File: src/rtl/dm_abstract_access_pkg.sv
`default_nettype none
// ============================================================================
// Module   : dm_abstract_access_pkg
// Brief    : Shared debug-module types: cmderr codes, abstract-command FSM
//            states, regno map and CSR funct3 encodings.
// Revision : 1.0 - initial release
// ============================================================================
package dm_abstract_access_pkg;

   typedef enum logic [2:0] {
      CMDERR_NONE       = 3'd0,
      CMDERR_BUSY       = 3'd1,
      CMDERR_NOTSUP     = 3'd2,
      CMDERR_EXCEPT     = 3'd3,
      CMDERR_HALTRESUME = 3'd4
   } cmderr_e;

   typedef enum logic [2:0] {
      ST_IDLE  = 3'd0,
      ST_CHECK = 3'd1,
      ST_READ  = 3'd2,
      ST_WRITE = 3'd3,
      ST_INC   = 3'd4
   } state_e;

   localparam logic [15:0] c_csr_regno_last = 16'h0FFF;
   localparam logic [15:0] c_gpr_base       = 16'h1000;
   localparam int          c_gpr_count      = 32;

   localparam logic [2:0]  c_csr_f3_read    = 3'b010;
   localparam logic [2:0]  c_csr_f3_write   = 3'b001;
   localparam logic [2:0]  c_aarsize_32     = 3'd2;

endpackage
`default_nettype wire

File: src/rtl/dm_abstract_access.sv
`default_nettype none
// ============================================================================
// Module   : dm_abstract_access
// Brief    : Debug-module abstract "Access Register" engine driving the core
//            CSR and GPR ports. Define DM_ABSTRACT_POSTINCREMENT_EN to build
//            regno post-increment support.
// Revision : 1.0 - initial release
// ============================================================================
module dm_abstract_access
   import dm_abstract_access_pkg::*;
#(
   parameter logic [15:0] GprBase  = c_gpr_base,
   parameter int          GprCount = c_gpr_count
) (
   input  logic        clk,
   input  logic        rst_n,
   input  logic        cmd_valid,
   input  logic [2:0]  cmd_aarsize,
   input  logic        cmd_postinc,
   input  logic        cmd_transfer,
   input  logic        cmd_write,
   input  logic [15:0] cmd_regno,
   input  logic        halted,
   input  logic [2:0]  cmderr_clr,
   input  logic [31:0] data0_in,
   output logic [31:0] data0_out,
   output logic        data0_we,
   output logic [15:0] regno_out,
   output logic        regno_we,
   output logic        busy,
   output logic [2:0]  cmderr,
   output logic [11:0] csr_addr,
   output logic [2:0]  csr_f3,
   output logic [31:0] csr_wdata,
   output logic [4:0]  csr_rs,
   output logic        csr_write,
   input  logic [31:0] csr_rdata,
   input  logic        csr_invalid,
   output logic [4:0]  rf_addr,
   input  logic [31:0] rf_rdata,
   output logic [31:0] rf_wdata,
   output logic        rf_we
);

   state_e      r_state;
   cmderr_e     r_cmderr;
   logic [15:0] r_regno;
   logic        r_write;
   logic        r_transfer;
   logic        r_postinc;
   logic [2:0]  r_aarsize;
   logic        r_busy;
   logic [31:0] r_data0_out;
   logic        r_data0_we;
   logic [11:0] r_csr_addr;
   logic [2:0]  r_csr_f3;
   logic [31:0] r_csr_wdata;
   logic        r_csr_write;
   logic [4:0]  r_rf_addr;
   logic [31:0] r_rf_wdata;
   logic        r_rf_we;

   logic [16:0] w_gpr_end;
   logic        w_in_csr;
   logic        w_in_gpr;
   logic [4:0]  w_cmd_gpr_idx;
   logic        w_chk_err;
   cmderr_e     w_chk_code;
   logic        w_err_set;
   cmderr_e     w_err_code;
   state_e      w_done_state;

   assign w_gpr_end     = 17'(GprBase) + 17'(GprCount);
   assign w_in_csr      = (r_regno <= c_csr_regno_last);
   assign w_in_gpr      = (r_regno >= GprBase) && ({1'b0, r_regno} < w_gpr_end);
   assign w_cmd_gpr_idx = 5'(cmd_regno - GprBase);

`ifdef DM_ABSTRACT_POSTINCREMENT_EN
   logic [15:0] r_regno_out;
   logic        r_regno_we;
   assign w_done_state = r_postinc ? ST_INC : ST_IDLE;
`else
   assign w_done_state = ST_IDLE;
`endif

   // Legality checks in priority order; csr_addr/csr_f3 are already stable here.
   always_comb begin
      w_chk_err  = 1'b0;
      w_chk_code = CMDERR_NONE;
      if (!halted) begin
         w_chk_err  = 1'b1;
         w_chk_code = CMDERR_HALTRESUME;
      end else if (r_aarsize != c_aarsize_32) begin
         w_chk_err  = 1'b1;
         w_chk_code = CMDERR_NOTSUP;
`ifndef DM_ABSTRACT_POSTINCREMENT_EN
      end else if (r_postinc) begin
         w_chk_err  = 1'b1;
         w_chk_code = CMDERR_NOTSUP;
`endif
      end else if (r_transfer) begin
         if (w_in_csr) begin
            if (csr_invalid) begin
               w_chk_err  = 1'b1;
               w_chk_code = CMDERR_EXCEPT;
            end
         end else if (!w_in_gpr) begin
            w_chk_err  = 1'b1;
            w_chk_code = CMDERR_EXCEPT;
         end
      end
   end

   always_comb begin
      w_err_set  = 1'b0;
      w_err_code = CMDERR_NONE;
      if (r_state == ST_CHECK && w_chk_err) begin
         w_err_set  = 1'b1;
         w_err_code = w_chk_code;
      end else if (cmd_valid && r_state != ST_IDLE) begin
         w_err_set  = 1'b1;
         w_err_code = CMDERR_BUSY;
      end
   end

   always_ff @(posedge clk) begin
      if (!rst_n) begin
         r_state     <= ST_IDLE;
         r_cmderr    <= CMDERR_NONE;
         r_regno     <= '0;
         r_write     <= 1'b0;
         r_transfer  <= 1'b0;
         r_postinc   <= 1'b0;
         r_aarsize   <= '0;
         r_busy      <= 1'b0;
         r_data0_out <= '0;
         r_data0_we  <= 1'b0;
         r_csr_addr  <= '0;
         r_csr_f3    <= c_csr_f3_read;
         r_csr_wdata <= '0;
         r_csr_write <= 1'b0;
         r_rf_addr   <= '0;
         r_rf_wdata  <= '0;
         r_rf_we     <= 1'b0;
`ifdef DM_ABSTRACT_POSTINCREMENT_EN
         r_regno_out <= '0;
         r_regno_we  <= 1'b0;
`endif
      end else begin
         r_data0_we  <= 1'b0;
         r_csr_write <= 1'b0;
         r_rf_we     <= 1'b0;
`ifdef DM_ABSTRACT_POSTINCREMENT_EN
         r_regno_we  <= 1'b0;
`endif
         // First error sticks; a new error beats a simultaneous W1C clear.
         if (w_err_set && r_cmderr == CMDERR_NONE)
            r_cmderr <= w_err_code;
         else
            r_cmderr <= cmderr_e'(r_cmderr & ~cmderr_clr);

         case (r_state)
            ST_IDLE: begin
               r_csr_f3 <= c_csr_f3_read;
               if (cmd_valid && r_cmderr == CMDERR_NONE) begin
                  r_state    <= ST_CHECK;
                  r_busy     <= 1'b1;
                  r_regno    <= cmd_regno;
                  r_write    <= cmd_write;
                  r_transfer <= cmd_transfer;
                  r_postinc  <= cmd_postinc;
                  r_aarsize  <= cmd_aarsize;
                  r_rf_addr  <= w_cmd_gpr_idx;
                  if (cmd_regno <= c_csr_regno_last) begin
                     r_csr_addr <= cmd_regno[11:0];
                     r_csr_f3   <= cmd_write ? c_csr_f3_write : c_csr_f3_read;
                  end
               end
            end
            ST_CHECK: begin
               if (w_chk_err) begin
                  r_state <= ST_IDLE;
                  r_busy  <= 1'b0;
               end else if (!r_transfer) begin
                  r_state <= w_done_state;
                  r_busy  <= (w_done_state != ST_IDLE);
`ifdef DM_ABSTRACT_POSTINCREMENT_EN
                  r_regno_out <= r_regno + 16'd1;
                  r_regno_we  <= r_postinc;
`endif
               end else if (r_write) begin
                  r_state <= ST_WRITE;
                  if (w_in_csr) begin
                     r_csr_wdata <= data0_in;
                     r_csr_write <= 1'b1;
                  end else begin
                     r_rf_wdata  <= data0_in;
                     r_rf_we     <= 1'b1;
                  end
               end else begin
                  r_state     <= ST_READ;
                  r_data0_out <= w_in_csr ? csr_rdata : rf_rdata;
                  r_data0_we  <= 1'b1;
               end
            end
            ST_READ, ST_WRITE: begin
               r_state <= w_done_state;
               r_busy  <= (w_done_state != ST_IDLE);
`ifdef DM_ABSTRACT_POSTINCREMENT_EN
               r_regno_out <= r_regno + 16'd1;
               r_regno_we  <= r_postinc;
`endif
            end
            default: begin
               r_state <= ST_IDLE;
               r_busy  <= 1'b0;
            end
         endcase
      end
   end

   // Strobes are masked by reset so an abort suppresses them in the reset cycle.
   assign data0_out = r_data0_out;
   assign data0_we  = r_data0_we & rst_n;
   assign busy      = r_busy;
   assign cmderr    = r_cmderr;
   assign csr_addr  = r_csr_addr;
   assign csr_f3    = r_csr_f3;
   assign csr_wdata = r_csr_wdata;
   assign csr_rs    = 5'd0;
   assign csr_write = r_csr_write & rst_n;
   assign rf_addr   = r_rf_addr;
   assign rf_wdata  = r_rf_wdata;
   assign rf_we     = r_rf_we & rst_n;
`ifdef DM_ABSTRACT_POSTINCREMENT_EN
   assign regno_out = r_regno_out;
   assign regno_we  = r_regno_we & rst_n;
`else
   assign regno_out = 16'h0000;
   assign regno_we  = 1'b0;
`endif

endmodule
`default_nettype wire

File: config.mk
export PLATFORM = sky130hd
export DESIGN_NAME = dm_abstract_access
export DESIGN_NICKNAME = d
export VERILOG_FILES = /design/src/rtl/dm_abstract_access_pkg.sv /design/src/rtl/dm_abstract_access.sv
export SDC_FILE = /design/constraint.sdc
export NUM_CORES = 1
export LEC_CHECK = 0
export CAP_MARGIN = 20
export CORE_MARGIN = 4
export CORE_UTILIZATION = 45
export CTS_BUF_LIST = sky130_fd_sc_hd__clkbuf_8 sky130_fd_sc_hd__clkbuf_16
export DETAILED_ROUTE_END_ITERATION = 12
export HOLD_SLACK_MARGIN = 0.12
export PLACE_DENSITY_LB_ADDON = 0.1
export SYNTH_ARGS = -nofsm -noshare
export SYNTH_HDL_FRONTEND = slang
export SYNTH_SLANG_ARGS = --single-unit
export TNS_END_PERCENT = 30
File: constraint.sdc
create_clock -name clk -period 3.2 [get_ports clk]
set_clock_uncertainty 0.05 [all_clocks]
set_input_delay 0.32 -clock clk [delete_from_list [all_inputs] [get_ports clk]]
set_output_delay 0.32 -clock clk [all_outputs]
set_load 0.005 [all_outputs]
==> results of run 1 <==
-- synth_stat cells, types with 4 or more instances --
cell,count
nor2b_1,4
mux2_2,33
inv_1,5
nor2_1,18
mux2i_1,108
dfxtp_1,141
buf_4,28
clkbuf_1,28
nand2_1,205
a21oi_1,24
buf_2,10
-- power breakdown --
part / switching (mW) / total [mW] / internal (mW)
Clock: 0.690 / 1.90 / 1.21
Combinational: 0.213 / 0.488 / 0.275
Sequential: 0.0237 / 1.81 / 1.78
-- area by class of cell --
type	instances	area (um^2)
inverters	5	18.77
multi-input cells	456	2858
fillers	992	3805
flip-flops and latches	141	2823
repair buffers	254	2530
clock buffers	21	480.5
well taps	172	215.2
clock inverters	9	95.09
-- stage by stage --
step / total power [mW] / cell area (um^2) / hold slack [ns] / util (%) / setup slack [ns]
3_5_place_dp: 2.330 / 8429 / 0.3988 / 65.73 / 0.5215
5_1_grt: 4.372 / 9020 / 0.2512 / 70.33 / 0.4389
2_1_floorplan: 2.126 / 6086 / 0.3794 / - / 1.300
4_1_cts: 4.235 / 9005 / 0.2235 / 70.21 / 0.4914
6_report: 4.195 / 9020 / 0.2432 / 70.33 / 0.5424
3_3_place_gp: 2.320 / 8429 / 0.3925 / 65.73 / 0.6355
-- cells in the final DEF (no fill, tap or decap), drive strengths merged, types with 5 or more instances in the layout --
master / n
conb: 23
clkbuf: 21
a21oi: 25
nand2: 205
nor4: 5
buf: 8
nor2: 18
clkdlybuf4s50: 246
mux2: 33
mux2i: 108
dfxtp: 141
inv: 7
-- worst paths after layout --
| path | depth (start not counted) | slack, ns | startpoint | to |
|---|---|---|---|---|
| worst max-delay path | 4 | 0.54 | r_regno[5] | data0_out[16] |
| worst max register to register | 4 | 0.54 | r_regno[5] | data0_out[16] |
| worst min-delay path | 2 | 0.24 | rst_n | csr_f3[1] |
| worst min register to register | 2 | 0.41 | rf_wdata[15] | rf_wdata[15] |
-- per-layer routing --
metal | part of all wire (%) | wire length (um) | GRT usage, % | vias up
met2 | 51 | 8180 | 36.15 | 172
met1 | 39 | 6159 | 22.21 | 2381
met4 | 2.2 | 347 | 8.651 | 0
met3 | 8.2 | 1305 | 6.816 | 26
met5 | 0 | 0 | 0 | -
li1 | - | - | - | 2554
-- sequential cells by signal, indices dropped and copies added, names as in the netlist, 2 cells and up --
| signal | count |
|---|---|
| r_regno | 16 |
| csr_wdata | 32 |
| rf_wdata | 32 |
| csr_addr | 12 |
| csr_f3 | 2 |
| r_state | 2 |
| cmderr | 3 |
| data0_out | 32 |
| r_aarsize | 3 |
-- cells by family (layout without fill, tap and decap cells) --
logic type | after synthesis | count (layout) | share of synthesized area (%)
other | 1 | 23 | 0.06247
multiplexers | 141 | 141 | 24.20
AO/OA/AOI/OAI | 33 | 33 | 3.043
buffers and inverters | 75 | 289 | 7.024
flip-flops | 141 | 141 | 47.02
AND/OR/NAND/NOR | 259 | 259 | 18.65
==> results.toml, run 1 <==
[status]
status = "completed"

[route]
drtPass1Iterations = 4
wirelength_mm = 15.99
wl_per_cell_um = 15.12
detail_route.drc_violations = 0
viasPerCell = 4.852
drt_iter0_drc = 326
antenna_left = 0
num_vias = 5133

[worst_setup_path]
worstSetupPathType = "reg -> reg"
path_buf_inv = 0
end_kind = "flip-flop"
path_delay_family = "simple AND/OR/NAND/NOR gates"
path_max_fanout = 32
cpMaxStageDelayCell = "or4_2"
worstPathArrival_ns = 2.93
critPathRequiredTime_ns = 3.47
crit_path_start_kind = "flip-flop"
cp_cell_sequence = "nor4_1, a21oi_2, or4_2, mux2i_1"
max_stage_delay_ns = 1.17

[yosys]
ys_ff_latch = 141
synth_top_area_share_pct = 47.02
yosys.area.top_type = "dfxtp_1"
ys_async_sr_fraction_pct = 0
synth_area_leaders = "dfxtp_1 (47%), mux2i_1 (18%), nand2_1 (13%)"
synth.yosys.seq_area_share_pct = 47.02
synth_edf_count = 0
synthFlopType = "dfxtp_1"
syn_avg_cell_area_um2 = 9.236
syn_area_mm2 = 0.006003
ys_warn_count = 0
netlist_instances = 650
netlist-cell-type-count = 39

[die]
start_util_pct = 46.81
die_x_um = 123.5
rows = 41
die_h_um = 123.5
ioPinCount = 271
fp.dieArea_mm2 = 0.01525
core_mm2 = 0.01282

[sta]
rsz0062_at_grt = "no"
max_slew_margin_pct = 36.09
report.final.slew_viol_count = 0
setup_tns_ns = 0
max_freq_ghz = 0.3763
setup_violations = 0
hold_viol = 0
post-route-period-util_pct = 83.05
fin_crit_ns = 2.658
worst_pin_slew_ns = 0.9587

[min_path]
min_path_type = "in -> reg"

[clock_network]
ctsResizeCount = 0
postCtsSetupBuffers = 0
h-tree-depth = 4
clockBufferDepth = 2
cts_tree = "built"
hold_buffers = 0
path_clk_slew_ns = 0.06
clock-sinks = 141
ctsRootBufferMaster = "clkbuf_16"
clk-insertion-delay-late_ns = 0.41
numCtsBuffers = 17

[global_routing]
gr-total-overflow = 0
grt_pass1_vias = 5134
grt_pass1_wl_mm = 24.43
grt_max_degree = 91
antenna_found_initial = 0
grt_usage_pct = 20.41

[placed_design]
dp.cells = 1027
io_buffers = 247
gp_congestion = 0.7750
dp_hpwl_mm = 11.92

[finish]
nets = 1001
layout-drive-gt1-share_pct = 8.691
synthToLayoutAreaGrowth_pct = 50.25
stdcell_count = 1058
diodes = 0

[power]
vdd_drop_max_v = 0.0002663
p_per_area_mw_per_mm2 = 465.0
leakagePower_nw = 3.589

[job]
max_cap_viol_count = 0
Note: power is estimated with default switching activity, not from simulation.
==> run 2, diff against run 1 <==
--- a/config.mk
+++ b/config.mk
@@ -7,7 +7,7 @@
 export LEC_CHECK = 0
 export CAP_MARGIN = 20
 export CORE_MARGIN = 4
-export CORE_UTILIZATION = 45
+export CORE_UTILIZATION = 42
 export CTS_BUF_LIST = sky130_fd_sc_hd__clkbuf_8 sky130_fd_sc_hd__clkbuf_16
 export DETAILED_ROUTE_END_ITERATION = 12
 export HOLD_SLACK_MARGIN = 0.12
==> constraint.sdc (replaced) <==
create_clock -name clk -period 2.6 [get_ports clk]
set_clock_uncertainty 0.05 [all_clocks]
set_input_delay 0.26 -clock clk [delete_from_list [all_inputs] [get_ports clk]]
set_output_delay 0.26 -clock clk [all_outputs]
set_load 0.005 [all_outputs]
==> run 2 against run 1 <==
Net effect:
- flip-flop and latch count unchanged
- power up 27%
- highest routed layer unchanged
- worst hold slack better by 0.11 ns
- critical endpoint is now data0_out[7]
- count of clock-buffer cells in the layout up 1
- sequential power up 23%
- sequential share of layout area down 0.40 points
- maximum frequency up 14%
- first-iteration DRC count down 13%
- largest power group unchanged
- non-clock buffer count up 5
==> results.toml, run 2 (synthesis results as in run 1) <==
[sta]
post-route-period-util_pct = 89.35
max_freq_ghz = 0.4305
worst_pin_slew_ns = 0.7894
setup_violations = 0
report.final.slew_viol_count = 0
hold_viol = 0
rsz0062_at_grt = "no"
max_slew_margin_pct = 47.38
fin_ws_ns = 0.2768
fin_crit_ns = 2.323
setup_tns_ns = 0

[clock_network]
clk-insertion-delay-late_ns = 0.42
ctsRootBufferMaster = "clkbuf_16"
cts_tree = "built"
path_clk_slew_ns = 0.06
postCtsSetupBuffers = 0
clockBufferDepth = 2
numCtsBuffers = 17
clock-sinks = 141
h-tree-depth = 4

[route]
num_vias = 5151
viasPerCell = 4.805
antenna_left = 0
drtPass1Iterations = 4
detail_route.drc_violations = 0
wl_per_cell_um = 14.94
wirelength_mm = 16.02
drt_iter0_drc = 282

[global_routing]
grtUsageMet2_pct = 33.57
grt_pass1_wl_mm = 24.81
grt_usage_pct = 19.11
use_met1_pct = 21.57
use_met3_pct = 6.480
grt_max_degree = 88
antenna_found_initial = 0
gr-total-overflow = 0
grt_busiest_layer = "met2"
grt_pass1_vias = 5142

[finish]
synthToLayoutAreaGrowth_pct = 52.21
final_cell_mix = "clkdlybuf4s50_1 (246), nand2_1 (205), dfxtp_1 (141)"
stdcell_count = 1072
nets = 1006
layout_commonest_cell = "clkdlybuf4s50_1"
layout-drive-gt1-share_pct = 8.969
diodes = 0

[status]
status = "completed"

[worst_setup_path]
worstPathArrival_ns = 2.55
worstSetupPathType = "reg -> reg"
reg2reg_slack_ns = 0.28
path_max_fanout = 32
r2r_end = "data0_out[7]"
crit_path_start_kind = "flip-flop"
reg2reg_depth = 5
critPathRequiredTime_ns = 2.83
reg2reg_from = "r_regno[5]"
end_kind = "flip-flop"

[placed_design]
dp_hpwl_mm = 11.97
gp_congestion = 0.8109
place_ws_ns = 0.2466
io_buffers = 247
dp.cells = 1040

[min_path]
hp-start = "cmd_aarsize[1]"
hold_end = "r_aarsize[1]"
whs_path_depth = 3
min_path_type = "in -> reg"

[power]
p_per_area_mw_per_mm2 = 581.3
vdd_drop_max_v = 0.0004014
leakagePower_nw = 3.644
p_total_mw = 5.311

[die]
die_x_um = 127.6
die_h_um = 127.6
ioPinCount = 271
start_util_pct = 43.08
fp.dieArea_mm2 = 0.01627
core_mm2 = 0.01393
rows = 43

[job]
max_cap_viol_count = 0
-- run 2: cell types whose count changed in the layout (fill, tap and decap cells not counted), sizes merged --
cell and delta:
clkinv -2, dlygate4sd3 +1, clkinvlp -1, inv +2, bufinv +1, clkbuf +1
buf +4
-- run 2: cell type report --
cell class / count / area (um^2)
Sequential cell: 141 / 2823
Clock buffer: 22 / 494.2
Multi-Input combinational cell: 456 / 2858
Inverter: 5 / 18.77
Clock inverter: 9 / 118.9
Tap cell: 180 / 225.2
Timing Repair Buffer: 259 / 2600
Fill cell: 1117 / 4797
-- run 2: worst max-delay path by stage --
stage / start / end / slack (ns) / depth (start not counted)
after floorplan: r_regno[12] / data0_out[0] / 0.70 / 6
after global placement: r_regno[5] / data0_out[28] / 0.29 / 5
after detailed placement: r_regno[5] / data0_out[7] / 0.25 / 5
after CTS: r_regno[5] / data0_out[7] / 0.25 / 5
after global routing: r_regno[5] / data0_out[6] / 0.14 / 5
final: r_regno[5] / data0_out[7] / 0.28 / 5
-- run 2: routing by layer --
metal	share of wire [%]	wire, um
met5	0	0
met4	1.7	269
met3	8.9	1429
met2	51	8192
met1	38	6127
-- run 2: power by group --
group          internal (mW)  total (mW)  switching (mW)
Combinational          0.353       0.617           0.263
Sequential              2.20        2.22          0.0284
Clock                   1.62        2.47           0.854
Total                   4.17        5.31            1.15
-- run 2: worst max-delay path, stage by stage (launching register included) --
cell and delay [ns]:
dfxtp_1 0.31, nor4_1 0.41, a21oi_2 0.22, or4_2 0.67, buf_4 0.32, mux2i_1 0.19
-- run 2: repair_timing --
action | 4_1_cts | 5_1_grt
gates resized for setup | 0 | 0
hold buffers | 1 | 0
endpoints found under the hold margin | 1 | 0
-- run 2: per-stage QoR --
step                util, %  hold WS, ns  area [um^2]
finish                65.57       0.3533         9138
global route          65.57       0.3546         9138
CTS                   65.57       0.3483         9138
detailed placement    61.10       0.3963         8514
global placement      61.10       0.3914         8514
floorplan                 -       0.3460         6086
==> run 3, diff against run 2 <==
--- a/config.mk
+++ b/config.mk
@@ -6,12 +6,14 @@
 export NUM_CORES = 1
 export LEC_CHECK = 0
 export CAP_MARGIN = 20
+export CORE_ASPECT_RATIO = 0.6
 export CORE_MARGIN = 4
 export CORE_UTILIZATION = 42
 export CTS_BUF_LIST = sky130_fd_sc_hd__clkbuf_8 sky130_fd_sc_hd__clkbuf_16
 export DETAILED_ROUTE_END_ITERATION = 12
 export HOLD_SLACK_MARGIN = 0.12
 export PLACE_DENSITY_LB_ADDON = 0.1
+export RECOVER_POWER = 100
 export SYNTH_ARGS = -nofsm -noshare
 export SYNTH_HDL_FRONTEND = slang
 export SYNTH_SLANG_ARGS = --single-unit
==> run 3 against run 2 <==
Net effect:
- combinational power down 3%
- die area rose by 0.38%
- cell count up 1.1%
- worst hold slack got worse by 0.14 ns
- flip-flop and latch count unchanged
- global-route usage increased by 0.20 points
- design area down 0.82%
- critical endpoint is now csr_wdata[3]
- largest cell class unchanged
- highest routed layer unchanged
==> results.toml, run 3 (synthesis results as in run 1) <==
[clock_network]
numCtsBuffers = 17
clockBufferDepth = 2
h-tree-depth = 4
path_clk_slew_ns = 0.06
hold_buffers = 0
cts_tree = "built"
ctsRootBufferMaster = "clkbuf_16"
postCtsSetupBuffers = 0
clock-sinks = 141
ctsResizeCount = 0
clk-insertion-delay-late_ns = 0.40

[sta]
worst_pin_slew_ns = 0.9382
max_slew_margin_pct = 37.45
post-route-period-util_pct = 90.56
report.final.slew_viol_count = 0
fin_crit_ns = 2.355
setup_tns_ns = 0
hold_viol = 0
rsz0062_at_grt = "no"
max_freq_ghz = 0.4247
setup_violations = 0

[power]
p_sw_mw = 1.228
internal-power_mw = 3.942
vdd_drop_max_v = 0.0003622
p_per_area_mw_per_mm2 = 570.4
seqPwrFrac_pct = 43.0
clock_power_share_pct = 45.4
power_frac_comb_pct = 11.6
leakagePower_nw = 4.001
switching_share_pct = 23.75

[route]
antenna_left = 0
drtPass1Iterations = 4
viasPerCell = 4.764
wl_per_cell_um = 15.07
detail_route.drc_violations = 0
drt_iter0_drc = 241
wirelength_mm = 16.34
num_vias = 5164

[worst_setup_path]
end_kind = "flip-flop"
critPathRequiredTime_ns = 2.87
worstPathArrival_ns = 2.62
worstSetupPathType = "reg -> reg"
reg2reg_from = "r_aarsize[2]"
crit_path_start_kind = "flip-flop"
reg2reg_depth = 5
path_max_fanout = 32
reg2reg_slack_ns = 0.25
r2r_end = "csr_wdata[3]"

[placed_design]
io_buffers = 247
gp_congestion = 0.8096
dp_hpwl_mm = 12.08
dp.cells = 1053

[min_path]
min_path_type = "in -> reg"
hold_end = "csr_f3[1]"
hp-start = "rst_n"
whs_path_depth = 2

[global_routing]
gr-total-overflow = 0
grt_pass1_wl_mm = 25.39
grt_usage_pct = 19.31
grt_pass1_vias = 5153
grt_max_degree = 79
antenna_found_initial = 0

[finish]
final_cell_mix = "nand2_1 (205), dfxtp_1 (141), clkdlybuf4s50_1 (124)"
layout_commonest_cell = "nand2_1"
layout-drive-gt1-share_pct = 8.969
synthToLayoutAreaGrowth_pct = 50.96
stdcell_count = 1084
postLayoutCoreUtil_pct = 65.52
nets = 1006
diodes = 0
fillers = 1114

[die]
die_x_um = 162.3
die_h_um = 100.6
core_mm2 = 0.01383
ioPinCount = 271
fp.dieArea_mm2 = 0.01633
rows = 33
start_util_pct = 43.40

[status]
status = "completed"

[job]
max_cap_viol_count = 0
[run 3: layout make-up]
class                   count  area, um^2  share of cell area (%)
multi-input cells         456        2846                   31.41
flip-flops and latches    141        2823                   31.15
repair buffers            259        2561                   28.26
clock buffers              17       425.4                   4.694
well taps                 192       240.2                   2.651
clock inverters            14       147.6                   1.629
inverters                   5       18.77                  0.2071
[run 3: how the worst max path moves through the flow]
stage	from	endpoint	slack, ns
after floorplan	r_regno[12]	data0_out[0]	0.70
after global placement	csr_invalid	data0_out[27]	0.31
after detailed placement	csr_invalid	data0_out[8]	0.29
after CTS	r_regno[5]	data0_out[1]	0.32
after global routing	r_aarsize[2]	csr_wdata[3]	0.12
final	r_aarsize[2]	csr_wdata[3]	0.25
[run 3: power groups by stage]
stage / clock (mW) / combinational [mW] / sequential, mW
floorplan: 0 / 0.352 / 2.26
global placement: 0 / 0.601 / 2.27
finish: 2.35 / 0.599 / 2.22
detailed placement: 0 / 0.610 / 2.27
global route: 2.50 / 0.658 / 2.22
CTS: 2.39 / 0.614 / 2.22
[run 3: stage by stage]
| step | setup slack, ns | hold slack, ns | area, um^2 | power [mW] |
|---|---|---|---|---|
| after CTS | 0.3174 | 0.1931 | 9097 | 5.227 |
| after detailed placement | 0.2889 | 0.3957 | 8524 | 2.880 |
| after global placement | 0.3115 | 0.3920 | 8524 | 2.868 |
| after floorplan | 0.7000 | 0.3460 | 6086 | 2.616 |
| after global routing | 0.1157 | 0.2080 | 9062 | 5.380 |
| final | 0.2454 | 0.2085 | 9062 | 5.170 |
[run 3: metal layers]
layer	part of all wire (%)	GRT usage (%)	wire (um)
met3	8.5	7.233	1385
met2	47	31.92	7686
met1	44	24.36	7164
met5	0	0	0
met4	0.62	4.159	101
[run 3: worst max-delay path, stage by stage, from the launching register on]
cell and delay, ns:
dfxtp_1 0.32, nor4b_2 0.52, nand4_1 0.29, nor4_4 0.20
clkbuf_4 0.58, mux2i_1 0.28
